### config.mk
export PLATFORM = sky130hd
export DESIGN_NAME = token_sw_n
export DESIGN_NICKNAME = d
export VERILOG_FILES = /design/src/rtl/cues_sw_pkg.sv /design/src/rtl/token_fifo.sv /design/src/rtl/token_sw_n.sv
export SDC_FILE = /design/constraint.sdc
export NUM_CORES = 1
export LEC_CHECK = 0
export ABC_AREA = 1
export ABC_CLOCK_PERIOD_IN_PS = 12400
export CAP_MARGIN = 15
export CORE_UTILIZATION = 30
export CTS_CLUSTER_DIAMETER = 30
export DETAILED_ROUTE_END_ITERATION = 12
export PLACE_DENSITY = 0.45
export SYNTH_ARGS = -nofsm -noshare
export SYNTH_HDL_FRONTEND = slang
export SYNTH_SLANG_ARGS = --single-unit
### constraint.sdc
create_clock -name clk -period 12.4 [get_ports clk]
set_input_delay 2.48 -clock clk [delete_from_list [all_inputs] [get_ports clk]]
set_output_delay 2.48 -clock clk [all_outputs]
set_load 0.005 [all_outputs]
### src/rtl/cues_sw_pkg.sv
// Shared definitions for the CUES token switch: default token width, token
// field layout and the destination-width rule used by the switch ports.
package cues_sw_pkg;

    localparam int DATA_W_DEF  = 62;

    // Token layout, LSB first: {uni_opr, opr[31:0], gen[11:0], node[15:0], lr}
    localparam int LR_OFF      = 0;
    localparam int LR_W        = 1;
    localparam int NODE_OFF    = 1;
    localparam int NODE_W      = 16;
    localparam int GEN_OFF     = 17;
    localparam int GEN_W       = 12;
    localparam int OPR_OFF     = 29;
    localparam int OPR_W       = 32;
    localparam int UNI_OPR_OFF = 61;
    localparam int UNI_OPR_W   = 1;

    typedef struct packed {
        logic        uni_opr;
        logic [31:0] opr;
        logic [11:0] gen;
        logic [15:0] node;
        logic        lr;
    } cues_token_t;

    // Destination field width: a mask needs one bit per channel, an index
    // needs enough bits to name every channel.
    function automatic int dst_w(input int mcast, input int n_out);
        if (mcast != 0) begin
            return n_out;
        end else begin
            return $clog2(n_out);
        end
    endfunction

endpackage

### src/rtl/token_fifo.sv
// Per-channel token FIFO. Pointers carry one extra wrap bit so full and
// empty are told apart without a separate occupancy counter.
module token_fifo
    import cues_sw_pkg::*;
#(
    parameter int DATA_W = DATA_W_DEF,
    parameter int DEPTH  = 4
) (
    input  logic              clk,
    input  logic              rst,
    input  logic              push,
    input  logic [DATA_W-1:0] din,
    input  logic              pop,
    output logic [DATA_W-1:0] dout,
    output logic              empty,
    output logic              full
);

    localparam int AW = $clog2(DEPTH);

    logic [AW:0]       r_wr_ptr;
    logic [AW:0]       r_rd_ptr;
    logic [DATA_W-1:0] r_mem [DEPTH];
    logic              w_push;
    logic              w_pop;

    // Status flags, guarded push/pop and the head token straight from storage
    always_comb begin
        empty  = (r_wr_ptr == r_rd_ptr);
        full   = (r_wr_ptr[AW] != r_rd_ptr[AW]) &&
                 (r_wr_ptr[AW-1:0] == r_rd_ptr[AW-1:0]);
        w_push = push & ~full;
        w_pop  = pop & ~empty;
        dout   = r_mem[r_rd_ptr[AW-1:0]];
    end

    // Pointer registers; reset empties the FIFO and discards its contents
    always_ff @(posedge clk or negedge rst) begin
        if (!rst) begin
            r_wr_ptr <= {(AW+1){1'b0}};
            r_rd_ptr <= {(AW+1){1'b0}};
        end else begin
            if (w_push) begin
                r_wr_ptr <= r_wr_ptr + {{AW{1'b0}}, 1'b1};
            end else begin
                r_wr_ptr <= r_wr_ptr;
            end
            if (w_pop) begin
                r_rd_ptr <= r_rd_ptr + {{AW{1'b0}}, 1'b1};
            end else begin
                r_rd_ptr <= r_rd_ptr;
            end
        end
    end

    // Token storage; needs no reset because the pointers define validity
    always_ff @(posedge clk) begin
        if (w_push) begin
            r_mem[r_wr_ptr[AW-1:0]] <= din;
        end
    end

endmodule

### src/rtl/token_sw_n.sv
// N-way CUES token switch: decodes the destination into a push mask, accepts
// a token only when every targeted FIFO has room (multicast is all-or-none),
// and counts tokens that name no valid channel.
module token_sw_n
    import cues_sw_pkg::*;
#(
    parameter int DATA_W = DATA_W_DEF,
    parameter int N_OUT  = 2,
    parameter int DEPTH  = 4,
    parameter int MCAST  = 0,
    parameter int DST_W  = dst_w(MCAST, N_OUT)
) (
    input  logic                    clk,
    input  logic                    rst,
    input  logic                    send_i,
    output logic                    ack_o,
    input  logic [DATA_W-1:0]       data_i,
    input  logic [DST_W-1:0]        dst_i,
    output logic [N_OUT-1:0]        send_o,
    input  logic [N_OUT-1:0]        ack_i,
    output logic [N_OUT*DATA_W-1:0] data_o,
    output logic                    drop_o,
    output logic [15:0]             drop_cnt_o
);

    logic             r_run;
    logic             r_drop;
    logic [15:0]      r_drop_cnt;
    logic [N_OUT-1:0] w_sel;
    logic [N_OUT-1:0] w_full;
    logic [N_OUT-1:0] w_empty;
    logic [N_OUT-1:0] w_push;
    logic [N_OUT-1:0] w_pop;
    logic             w_xfer;
    logic             w_drop;

    generate
        if (MCAST != 0) begin : g_mask
            // The destination already is the channel mask
            always_comb w_sel = dst_i;
        end else begin : g_index
            // One-hot decode of the index; out-of-range indices select nothing
            always_comb begin
                w_sel = {N_OUT{1'b0}};
                for (int k = 0; k < N_OUT; k++) begin
                    if (int'(dst_i) == k) begin
                        w_sel[k] = 1'b1;
                    end else begin
                        w_sel[k] = 1'b0;
                    end
                end
            end
        end
    endgenerate

    // Accept decision uses only FIFO state and dst_i, never the consumer acks
    always_comb begin
        ack_o  = r_run & ~(|(w_sel & w_full));
        w_xfer = send_i & ack_o;
        w_push = w_xfer ? w_sel : {N_OUT{1'b0}};
        w_drop = w_xfer & ~(|w_sel);
        w_pop  = ack_i & ~w_empty;
        send_o = ~w_empty;
    end

    // Run flag holds off acceptance until the first edge after reset; drop pulse and saturating count
    always_ff @(posedge clk or negedge rst) begin
        if (!rst) begin
            r_run      <= 1'b0;
            r_drop     <= 1'b0;
            r_drop_cnt <= 16'h0000;
        end else begin
            r_run  <= 1'b1;
            r_drop <= w_drop;
            if (w_drop && (r_drop_cnt != 16'hFFFF)) begin
                r_drop_cnt <= r_drop_cnt + 16'h0001;
            end else begin
                r_drop_cnt <= r_drop_cnt;
            end
        end
    end

    assign drop_o     = r_drop;
    assign drop_cnt_o = r_drop_cnt;

    generate
        for (genvar k = 0; k < N_OUT; k++) begin : g_ch
            token_fifo #(
                .DATA_W (DATA_W),
                .DEPTH  (DEPTH)
            ) u_fifo (
                .clk   (clk),
                .rst   (rst),
                .push  (w_push[k]),
                .din   (data_i),
                .pop   (w_pop[k]),
                .dout  (data_o[k*DATA_W +: DATA_W]),
                .empty (w_empty[k]),
                .full  (w_full[k])
            );
        end
    endgenerate

endmodule

==> flow_summary.yaml <==
status:
  status: "finished, final reports clean"
timing:
  slew_headroom_pct: 26.5
  slew_violations: 0
  setup_viol: 0
  layout_setup_ws_ns: 5.79
  finalClockSkew_ns: 0.0232
  max_clock_freq_mhz: 151
  period_minus_slack_ns: 6.61
  hold_violations: 0
  tightest_slew_ns: 1.10
  finalCritPeriodShare_pct: 53.3
  hold_ws_ns: 0.539
  rsz0062_at_grt: "no"
  setup_tns_ns: 0
hold_path:
  hp-class: "reg2reg"
  hold_path_depth: 2
  hp-start: "g_ch[0].u_fifo.r_wr_ptr[2]$_DFFE_PN0P_"
  min_to: "g_ch[0].u_fifo.r_wr_ptr[2]$_DFFE_PN0P_"
placement:
  portBuffers: 194
  pre_cts_ws_ns: 5.80
  dpl_cell_area_um2: 22000
  hpwl_um: 26800
  place.gp.congestion: 0.677
  dp_cells: 2300
floorplan:
  initial_core_util_pct: 30.5
  dieArea_um2: 65300
  die_h_um: 256
  die_w_um: 256
  rows: 92
  ioPinCount: 212
  coreArea_um2: 63300
clocking:
  ctsLongestPathBuffers: 3
  cts-resized-gates: 0
  cts_root_buf: "clkbuf_16"
  post_cts_buffers: 0
  cts_tree: "built"
  hold_buffers: 0
  cts.htree.levels: 3
  clock_latency_ns: 0.65
  path_clk_slew_ns: 0.04
  clock-sinks: 509
  cts-buffers-inserted: 115
logic_synthesis:
  syn_avg_cell_area_um2: 14.6
  synth_cell_types: 27
  synth_xor_area_share_pct: 0.441
  synth.top_cell.area_share_pct: 77.2
  synth_warnings: 0
  yosysMostFrequentCell: "edfxtp_1"
  ys_seq_area_share_pct: 78.9
  synthArstFlopShare_pct: 2.55
  yosys-top-cells-count: "edfxtp_1 (496), nor2_1 (258), o21ai_0 (248), o22ai_1 (124), clkbuf_1 (48)"
  synth_top_family_by_area: "compound AO/OA/AOI/OAI gates"
  synth_adder_area_share_pct: 0.648
  synthCells: 1323
  synthSimpleGateAreaFrac_pct: 6.33
  ys_ff_latch: 509
  synth_compound_area_share_pct: 10.6
  synth.area.top_cells: "edfxtp_1 (77%), o21ai_0 (6.4%), nor2_1 (5.0%)"
  synth_ff_type: "edfxtp_1"
  syn-cell-area_um2: 19300
  synth_area_leader_cell: "edfxtp_1"
  synth_mux_area_share_pct: 0
  synth_edf_count: 496
power:
  cellLeakagePower_nw: 8.63
  power_density_nw_per_um2: 265
  peakVddDrop_uv: 133
  power_mw: 6.87
global_route:
  grt_pass1_vias: 11800
  grt_use_total_pct: 15.7
  grt_pass1_wl_um: 76600
  antenna_found_initial: 3
  grt_max_degree: 127
  overflow: 0
cells_and_area:
  area_delta_synth_final_pct: 34.2
  final_core_util_pct: 40.9
  nFillCells: 5833
  drive_gt1_share_pct: 13.1
  regArea_um2: 15200
  nets: 1649
  final_cells: 2511
  stdcell_area_um2: 25900
  multi_input_comb_area_um2: 3590
drt:
  drt-initial-drc-count: 742
  avgViaCountPerCell: 4.67
  drtAntennaViolNets: 0
  routed_wl_um: 50800
  drt_first_pass_iters: 4
  wl_per_cell_um: 20.2
  via_count: 11700
  drcViolationCount: 0
critical_path:
  crit_path_max_fanout: 7
  r2r_cells: 9
  critPathKind: "in2out"
  crit_path_start_kind: "primary input"
  rr_startpoint: "g_ch[0].u_fifo.r_rd_ptr[0]$_DFFE_PN0P_"
  ff2ff_setup_slack_ns: 8.27
  required_ns: 9.92
  crit_path_end_kind: "output port"
  timing.rr.end: "g_ch[1].u_fifo.r_mem[0][18]$_DFFE_PP_"
  crit_arrival_ns: 4.13
flow_run:
  drv_cap: 0
worst max-delay path, cell delays in order:
cell and delay, ns:
clkdlybuf4s50_1 0.63, inv_1 0.16, nand4_1 0.13, nand2_1 0.09
nor2_4 0.12, clkdlybuf4s50_1 0.51
state kept, by name, indices dropped and copies added, names as in the netlist:
| name | flops |
|---|---|
| g_ch.u_fifo.r_mem | 496 |
| g_ch.u_fifo.r_wr_ptr | 6 |
| g_ch.u_fifo.r_rd_ptr | 6 |
| r_run | 1 |
cells in the final DEF (no fill, tap or decap), types with 3 or more instances in the layout:
cell / n
clkdlybuf4s50_1: 194
ha_1: 10
bufinv_16: 16
xor2_1: 6
buf_4: 18
clkbuf_1: 22
nand3_1: 3
nand4_1: 5
o21ai_0: 248
clkbuf_16: 116
clkinv_1: 17
dfrtp_1: 9
clkinv_8: 3
edfxtp_1: 496
conb_1: 18
nand2_1: 22
o22ai_1: 124
clkinvlp_4: 8
nor2_4: 9
nand2_2: 4
a21oi_1: 3
inv_1: 17
clkinv_2: 23
nor2_1: 251
kinds of logic after synthesis:
group / after synthesis
other cells: 2
simple gates: 299
xor+xnor: 8
flops: 509
compound gates: 376
buf+inv: 119
fa+ha+maj: 10
routing by layer:
metal	wire [um]	track usage, %
met1	23100	20.5
met3	2510	4.35
met4	1140	5.06
met2	24000	25.2
met5	37	0
worst max path at each step:
stage | startpoint | slack [ns] | to
6_report | dst_i | 5.79 | ack_o
5_1_grt | dst_i | 5.70 | ack_o
4_1_cts | dst_i | 5.79 | ack_o
3_5_place_dp | dst_i | 5.80 | ack_o
3_3_place_gp | dst_i | 5.83 | ack_o
2_1_floorplan | dst_i | 6.47 | g_ch[1].u_fifo.r_mem[0][0]$_DFFE_PP_
cell type report:
type,instances,share of cell area (%)
Clock buffer,138,11.5
Multi-Input combinational cell,711,13.9
Timing Repair Buffer,212,8.02
Clock inverter,72,3.30
Antenna cell,1,0.00967
Sequential cell,509,58.8
Inverter,22,0.358
Tap cell,846,4.09
report_power, final:
| part | total [mW] | internal (mW) | switching (mW) | leakage (nW) |
|---|---|---|---|---|
| logic | 1.84 | 0.792 | 1.05 | 2.15 |
| clock network | 2.94 | 2.02 | 0.916 | 1.86 |
| registers | 2.09 | 2.01 | 0.0803 | 4.62 |
Note: power is estimated with default switching activity, not from simulation.
